File: config.mk
export PLATFORM = sky130hd
export DESIGN_NAME = fwd_operand_mux_reg
export DESIGN_NICKNAME = d
export VERILOG_FILES = /design/src/rtl/fwd_pkg.sv /design/src/rtl/fwd_operand_mux_reg_sat_counter.sv /design/src/rtl/fwd_operand_mux_reg.sv
export SDC_FILE = /design/constraint.sdc
export NUM_CORES = 1
export LEC_CHECK = 0
export CAP_MARGIN = 0
export CORE_MARGIN = 2
export CORE_UTILIZATION = 47
export DETAILED_ROUTE_END_ITERATION = 12
export PLACE_DENSITY = 0.86
export SLEW_MARGIN = 0
export SYNTH_ARGS = -nofsm -noshare
export SYNTH_HDL_FRONTEND = slang
export SYNTH_SLANG_ARGS = --single-unit
File: constraint.sdc
create_clock -name clk -period 4.1 [get_ports clk]
set_input_delay 0.615 -clock clk [delete_from_list [all_inputs] [get_ports clk]]
set_output_delay 0.615 -clock clk [all_outputs]
set_load 0.05 [all_outputs]
File: src/rtl/fwd_pkg.sv
// Shared definitions for the operand/forwarding mux: default sizes, the
// forwarding select encodings used by the hazard unit, and a log2 helper.
package fwd_pkg;

  localparam int FWD_WIDTH  = 32;
  localparam int FWD_NUM_IN = 3;
  localparam int FWD_SEL_W  = 2;
  localparam int FWD_CNT_W  = 16;

  // Select encodings driven by the hazard unit onto sel
  typedef enum logic [FWD_SEL_W-1:0] {
    FWD_SEL_REG   = 2'd0,
    FWD_SEL_EXMEM = 2'd1,
    FWD_SEL_MEMWB = 2'd2
  } fwd_sel_e;

  function automatic int clog2(input int value);
    int r;
    r = 0;
    while ((1 << r) < value) begin
      r = r + 1;
    end
    return r;
  endfunction

endpackage

File: src/rtl/fwd_operand_mux_reg_sat_counter.sv
// Saturating up-counter: increments on inc and sticks at all-ones.
module sat_counter #(
  parameter int CNT_W = 16
) (
  input  logic             clk,
  input  logic             rst,
  input  logic             inc,
  output logic [CNT_W-1:0] count
);

  logic [CNT_W-1:0] r_count;
  logic             w_at_max;

  assign w_at_max = (r_count == {CNT_W{1'b1}});

  // Count register, held at its ceiling instead of wrapping
  always_ff @(posedge clk) begin
    if (rst) begin
      r_count <= '0;
    end else if (inc && !w_at_max) begin
      r_count <= r_count + {{(CNT_W-1){1'b0}}, 1'b1};
    end else begin
      r_count <= r_count;
    end
  end

  assign count = r_count;

endmodule

File: src/rtl/fwd_operand_mux_reg.sv
// Registered NUM_IN:1 operand/forwarding mux with stall/flush, a sticky
// illegal-select flag and per-input saturating selection counters.
module fwd_operand_mux_reg
  import fwd_pkg::*;
#(
  parameter int WIDTH  = FWD_WIDTH,
  parameter int NUM_IN = FWD_NUM_IN,
  parameter int SEL_W  = FWD_SEL_W,
  parameter int CNT_W  = FWD_CNT_W
) (
  input  logic                    clk,
  input  logic                    rst,
  input  logic [NUM_IN*WIDTH-1:0] in_data,
  input  logic [SEL_W-1:0]        sel,
  input  logic                    in_valid,
  input  logic                    stall,
  input  logic                    flush,
  output logic [WIDTH-1:0]        out_data,
  output logic                    out_valid,
  output logic                    sel_err,
  input  logic                    err_clr,
  input  logic [SEL_W-1:0]        cnt_idx,
  output logic [CNT_W-1:0]        cnt_val
);

  if ((NUM_IN < 2) || (NUM_IN > 16) || (clog2(NUM_IN) > SEL_W)) begin : g_param_check
    $error("fwd_operand_mux_reg: illegal parameters NUM_IN=%0d SEL_W=%0d", NUM_IN, SEL_W);
  end

  localparam logic [SEL_W:0] NUM_IN_W = (SEL_W+1)'(NUM_IN);

  logic [WIDTH-1:0] r_data;
  logic             r_valid;
  logic             r_sel_err;
  logic [WIDTH-1:0] w_sel_data;
  logic             w_sel_legal;
  logic             w_accept;
  logic [CNT_W-1:0] w_cnt [NUM_IN];
  logic [CNT_W-1:0] w_cnt_val;

  assign w_sel_legal = ({1'b0, sel} < NUM_IN_W);
  assign w_accept    = in_valid && !stall && !flush;

  // Source selection; an out-of-range select matches no input and yields zero
  always_comb begin
    w_sel_data = '0;
    for (int k = 0; k < NUM_IN; k++) begin
      if (sel == SEL_W'(k)) begin
        w_sel_data = in_data[k*WIDTH +: WIDTH];
      end else begin
        w_sel_data = w_sel_data;
      end
    end
  end

  // Pipeline register: flush beats stall; bubbles leave the data untouched
  always_ff @(posedge clk) begin
    if (rst) begin
      r_data  <= '0;
      r_valid <= 1'b0;
    end else if (flush) begin
      r_data  <= '0;
      r_valid <= 1'b0;
    end else if (stall) begin
      r_data  <= r_data;
      r_valid <= r_valid;
    end else if (in_valid) begin
      r_data  <= w_sel_data;
      r_valid <= 1'b1;
    end else begin
      r_data  <= r_data;
      r_valid <= 1'b0;
    end
  end

  // Sticky illegal-select flag; a new error outranks a simultaneous clear
  always_ff @(posedge clk) begin
    if (rst) begin
      r_sel_err <= 1'b0;
    end else if (w_accept && !w_sel_legal) begin
      r_sel_err <= 1'b1;
    end else if (err_clr) begin
      r_sel_err <= 1'b0;
    end else begin
      r_sel_err <= r_sel_err;
    end
  end

  for (genvar g = 0; g < NUM_IN; g++) begin : g_cnt
    sat_counter #(
      .CNT_W (CNT_W)
    ) u_cnt (
      .clk   (clk),
      .rst   (rst),
      .inc   (w_accept && (sel == SEL_W'(g))),
      .count (w_cnt[g])
    );
  end

  // Counter readback; indices with no counter read as zero
  always_comb begin
    w_cnt_val = '0;
    for (int k = 0; k < NUM_IN; k++) begin
      if (cnt_idx == SEL_W'(k)) begin
        w_cnt_val = w_cnt[k];
      end else begin
        w_cnt_val = w_cnt_val;
      end
    end
  end

  assign out_data  = r_data;
  assign out_valid = r_valid;
  assign sel_err   = r_sel_err;
  assign cnt_val   = w_cnt_val;

endmodule

==> impl_metrics.env, run 1 <==
export IMPL_crit_fanout=17
export IMPL_setup_viol=0
export IMPL_clock_sinks=82
export IMPL_critPathRequiredTime_ns=3.48
export IMPL_ys_seq_area_frac=0.358
export IMPL_synthArstFlopShare=0
export IMPL_netlist_area_um2=4580
export IMPL_crit_type="in2out"
export IMPL_num_rows=36
export IMPL_syn2layout_area_growth_pct=42.2
export IMPL_ys_top_cells_by_count="82 x dfxtp_1, 73 x a21oi_1, 70 x nor2_1, 49 x mux2i_1"
export IMPL_synth_ff_type="dfxtp_1"
export IMPL_grt_pass1_vias=4576
export IMPL_fmax_mhz=311
export IMPL_dr_pass1_iters=5
export IMPL_nets=815
export IMPL_synth_distinct_cells=38
export IMPL_maxCapViolCount=0
export IMPL_powerDensity_nw_per_um2=274
export IMPL_synth_edf_count=0
export IMPL_max_slew_margin=0.289
export IMPL_crit_reg2reg_launch="g_cnt[1].u_cnt.count[0]"
export IMPL_die_width_um=103
export IMPL_yosysMostFrequentCell="dfxtp_1"
export IMPL_slew_viol_final=0
export IMPL_crit_chain="clkdlybuf4s50_1 > nor2b_1 > buf_4 > nand2_1 > o21ai_0 > buf_12"
export IMPL_period_share=0.785
export IMPL_placeableCoreArea_um2=9590
export IMPL_grt_pass1_wl_um=21800
export IMPL_antenna_left=0
export IMPL_vias_per_cell=5.95
export IMPL_ir_drop_mv=0.160
export IMPL_cts_root_buffer="clkbuf_8"
export IMPL_hold_violations=0
export IMPL_hp_start="sel_err"
export IMPL_yosysTopAreaCellShare=0.358
export IMPL_cts_tree="done"
export IMPL_grt_usage=0.260
export IMPL_placed_area_um2=6270
export IMPL_clk_pin_slew_ns=0.08
export IMPL_antenna_found_initial=0
export IMPL_numCtsBuffers=9
export IMPL_cts_max_path_buffers=2
export IMPL_ctsResizeCount=0
export IMPL_overflow=0
export IMPL_die_area_um2=10500
export IMPL_worstSetupStartpoint="cnt_idx[1]"
export IMPL_pin_count=156
export IMPL_start_kind="input pin"
export IMPL_hp_class="reg2reg"
export IMPL_p_leak_nw=2.21
export IMPL_wl_um=14000
export IMPL_drc_errors=0
export IMPL_grt_max_degree=67
export IMPL_finalPower_mw=1.78
export IMPL_drtIter0Drc=338
export IMPL_crit_path_top_delay_cell="clkdlybuf4s50_1"
export IMPL_yosys_warnings=0
export IMPL_io_buffer_count=155
export IMPL_synth_top_cells_by_area="dfxtp_1 36%, mux2i_1 11%, a21oi_1 8.0%"
export IMPL_wire_per_inst_um=16.6
export IMPL_dp_hpwl_um=10500
export IMPL_yosysTopAreaCell="dfxtp_1"
export IMPL_clock_skew_ns=0.0143
export IMPL_dr_total_vias=5019
export IMPL_cts_hold_buf=0
export IMPL_syn_avg_cell_area_um2=7.98
export IMPL_finalSetupTns_ns=0
export IMPL_design_area_um2=6510
export IMPL_drive_gt1_frac=0.0759
export IMPL_worstSkewPairLatency_ns=0.36
export IMPL_worst_pin_slew_ns=1.07
export IMPL_post_cts_buffers=0
export IMPL_syn_inst=574
export IMPL_slowest_delay_ns=0.77
export IMPL_syn_num_nets=683
export IMPL_fin_crit_ns=3.22
export IMPL_n_antenna_cell=0
export IMPL_rsz0062_at_grt="no"
export IMPL_start_util=0.477
export IMPL_end_kind="primary output"
export IMPL_htreeDepth=3
export IMPL_die_y_um=103
export IMPL_ys_seq_elements=82
export IMPL_status="finished, final reports clean"
export IMPL_arrival_ns=2.60
export IMPL_gp_congestion=0.831
==> cell type report <==
class / count / area (um^2)
Timing Repair Buffer: 164 / 1680
Multi-Input combinational cell: 440 / 2760
Sequential cell: 82 / 1640
Clock inverter: 5 / 86.3
Clock buffer: 11 / 141
Inverter: 9 / 33.8
Fill cell: 753 / 3080
Tap cell: 133 / 166
==> state kept, by name (all words and copies together) (netlist names) <==
signal and count:
out_data 32, out_valid 1, g_cnt.u_cnt.count 48, sel_err 1
==> cells in the final DEF (no fill, tap or decap), types with 2 or more instances in the layout <==
cell,netlist,routed
clkdlybuf4s50_1,0,137
dfxtp_1,82,82
a21oi_1,73,73
nor2_1,70,70
mux2i_1,49,49
nand2_1,37,37
a211oi_1,35,35
o21ai_0,27,27
o31ai_1,26,26
or4_1,26,26
nand4_1,17,17
buf_4,0,16
nand3_1,14,14
or3_1,10,10
clkbuf_8,0,10
inv_1,9,9
buf_12,0,9
and4_1,6,6
nor3_1,6,6
and3_1,4,4
o311ai_0,4,4
o41ai_1,4,4
nor2b_1,4,3
nor4b_1,4,3
ha_1,3,3
and2_1,2,2
or3b_2,2,2
nor4_1,3,2
nand4b_1,2,2
o31a_1,2,2
mux2_2,2,2
clkinv_4,0,2
bufinv_16,0,2
buf_2,0,2
==> worst paths after layout <==
path | slack [ns] | depth (start not counted) | end
worst min register to register | 0.49 | 2 | sel_err
worst min-delay path | 0.49 | 2 | sel_err
worst max-delay path | 0.88 | 6 | cnt_val[4]
worst max register to register | 2.01 | 5 | g_cnt[1].u_cnt.count[11]
==> layer usage <==
metal / GRT usage / share of wire / up-vias
met5: 0 / 0 / -
met4: 0.0985 / 0.025 / 0
met3: 0.0427 / 0.051 / 29
met2: 0.436 / 0.51 / 190
met1: 0.336 / 0.42 / 2365
li1: - / - / 2435
==> cells by family (layout without fill, tap and decap cells) <==
logic type / after synthesis / in the layout / synth area share
adders and majority gates: 3 / 3 / 0.00820
muxes: 51 / 51 / 0.112
and+or+nand+nor: 213 / 213 / 0.246
buffers and inverters: 52 / 189 / 0.0443
AOI/OAI and AO/OA: 173 / 173 / 0.231
DFF: 82 / 82 / 0.358
==> where the power goes <==
| part | total, mW | switching, mW | internal, mW | leakage, nW |
|---|---|---|---|---|
| logic | 0.299 | 0.149 | 0.151 | 1.43 |
| clock network | 0.671 | 0.306 | 0.365 | 0.114 |
| registers | 0.814 | 0.00651 | 0.807 | 0.663 |
| total | 1.78 | 0.461 | 1.32 | 2.21 |
==> critical path, delay by kind of cell <==
family	cells	cell delay, ns
and+or+nand+nor	2	0.61
AOI/OAI and AO/OA	1	0.15
buffers and inverters	3	1.22
==> stage by stage <==
stage	worst slack, ns	util	hold slack, ns	cells
after floorplan	0.817	-	0.456	574
after global placement	0.897	0.653	0.466	827
after detailed placement	0.697	0.653	0.467	827
after CTS	0.915	0.677	0.490	843
after global routing	0.733	0.679	0.515	844
final	0.884	0.679	0.485	844
(Power assumes the default switching activity.)
==> inputs of run 2 (changes only) <==
--- a/config.mk
+++ b/config.mk
@@ -7,9 +7,9 @@
 export LEC_CHECK = 0
 export CAP_MARGIN = 0
 export CORE_MARGIN = 2
-export CORE_UTILIZATION = 47
+export CORE_UTILIZATION = 42
 export DETAILED_ROUTE_END_ITERATION = 12
-export PLACE_DENSITY = 0.86
+export PLACE_DENSITY = 0.82
 export SLEW_MARGIN = 0
 export SYNTH_ARGS = -nofsm -noshare
 export SYNTH_HDL_FRONTEND = slang
==> constraint.sdc (replaced) <==
create_clock -name clk -period 2.84 [get_ports clk]
set_input_delay 0.426 -clock clk [delete_from_list [all_inputs] [get_ports clk]]
set_output_delay 0.426 -clock clk [all_outputs]
set_load 0.05 [all_outputs]
==> impl_metrics.env, run 2 (same netlist as run 1, synthesis figures left out) <==
export IMPL_status="finished, final reports clean"
export IMPL_grt_usage=0.238
export IMPL_slew_viol_final=0
export IMPL_htreeDepth=3
export IMPL_nets=824
export IMPL_die_width_um=108
export IMPL_die_y_um=108
export IMPL_syn2layout_area_growth_pct=45.2
export IMPL_grt_pass1_vias=4677
export IMPL_final_util=0.619
export IMPL_fin_crit_ns=2.53
export IMPL_r2r_setup_slack_ns=0.78
export IMPL_setup_slack_ns=0.311
export IMPL_crit_fanout=12
export IMPL_powerDensity_nw_per_um2=369
export IMPL_numCtsBuffers=9
export IMPL_wire_per_inst_um=16.5
export IMPL_cts_tree="done"
export IMPL_post_cts_buffers=0
export IMPL_largest_reg_flops=48
export IMPL_hp_class="reg2reg"
export IMPL_fillers=952
export IMPL_pre_cts_ws_ns=0.00344
export IMPL_finalPower_mw=2.46
export IMPL_grt_pass1_wl_um=22200
export IMPL_start_kind="input pin"
export IMPL_cts_hold_buf=0
export IMPL_vias_per_cell=5.85
export IMPL_dr_pass1_iters=5
export IMPL_pin_count=156
export IMPL_io_buffer_count=155
export IMPL_drtIter0Drc=380
export IMPL_maxCapViolCount=0
export IMPL_antenna_left=0
export IMPL_ir_drop_mv=0.287
export IMPL_finalSetupTns_ns=0
export IMPL_arrival_ns=2.82
export IMPL_whs_ns=0.500
export IMPL_dp_hpwl_um=10800
export IMPL_crit_type="in2reg"
export IMPL_cts_max_path_buffers=2
export IMPL_start_util=0.426
export IMPL_ctsResizeCount=0
export IMPL_setup_viol=0
export IMPL_n_antenna_cell=0
export IMPL_hold_violations=0
export IMPL_drc_errors=0
export IMPL_fmax_mhz=395
export IMPL_die_area_um2=11800
export IMPL_antenna_found_initial=0
export IMPL_final_common_cell="clkdlybuf4s50_1"
export IMPL_p_leak_nw=2.24
export IMPL_clk_pin_slew_ns=0.10
export IMPL_clock_skew_ns=0.0140
export IMPL_dr_total_vias=5032
export IMPL_placeableCoreArea_um2=10700
export IMPL_cts_root_buffer="clkbuf_8"
export IMPL_wl_um=14200
export IMPL_num_rows=38
export IMPL_rsz0062_at_grt="no"
export IMPL_worstSkewPairLatency_ns=0.37
export IMPL_final_cell_mix="138 x clkdlybuf4s50_1, 82 x dfxtp_1, 73 x a21oi_1, 70 x nor2_1, 49 x mux2i_1"
export IMPL_clock_sinks=82
export IMPL_drive_gt1_frac=0.0875
export IMPL_gp_congestion=0.901
export IMPL_end_kind="flop"
export IMPL_grt_max_degree=46
export IMPL_overflow=0
export IMPL_critPathRequiredTime_ns=3.14
export IMPL_worst_pin_slew_ns=0.841
export IMPL_period_share=0.891
export IMPL_max_slew_margin=0.435
==> run 2: cell count changes in the layout (fill, tap and decap cells not counted), sizes merged <==
| cell | change |
|---|---|
| clkinv | -1 |
| bufinv | -2 |
| inv | +4 |
| clkbuf | -2 |
| clkinvlp | +1 |
| clkdlybuf4s50 | +1 |
| buf | +8 |
==> run 2: where the power goes <==
part	switching (mW)	total [mW]	internal, mW
clock network	0.499	0.843	0.344
logic	0.214	0.439	0.225
registers	0.00906	1.17	1.17
==> run 2: area by class of cell <==
class | count | area, um^2 | share of cell area
Multi-Input combinational cell | 440 | 2750 | 0.414
Clock inverter | 7 | 70.1 | 0.0105
Timing Repair Buffer | 173 | 1850 | 0.279
Inverter | 9 | 33.8 | 0.00508
Clock buffer | 9 | 124 | 0.0186
Sequential cell | 82 | 1640 | 0.247
Tap cell | 140 | 175 | 0.0263
==> run 2: routing by layer <==
layer  vias up  GRT usage  wire length (um)
met5         -          0                 0
met4         0     0.0742               274
met3        26     0.0591               976
met2       180      0.396              7120
met1      2374      0.302              5860
li1       2452          -                 -
==> run 2: worst max-delay path: stages <==
cell	delay [ns]
clkdlybuf4s50_1	0.42
buf_4	0.15
nor4b_1	0.51
buf_4	0.23
nand3_1	0.30
or4_1	0.60
a21oi_1	0.17
==> run 2: worst paths after layout <==
path / cells after the start / to / from
worst max register to register: 5 / g_cnt[0].u_cnt.count[6] / g_cnt[0].u_cnt.count[0]
worst max-delay path: 7 / g_cnt[2].u_cnt.count[11] / stall
worst min register to register: 2 / out_data[4] / out_data[4]
worst min-delay path: 2 / out_data[4] / out_data[4]
==> run 2: through the flow <==
step                area, um^2  instances
finish                    6650        860
global route              6650        860
CTS                       6650        860
detailed placement        6460        844
global placement          6460        844
floorplan                 4580        574
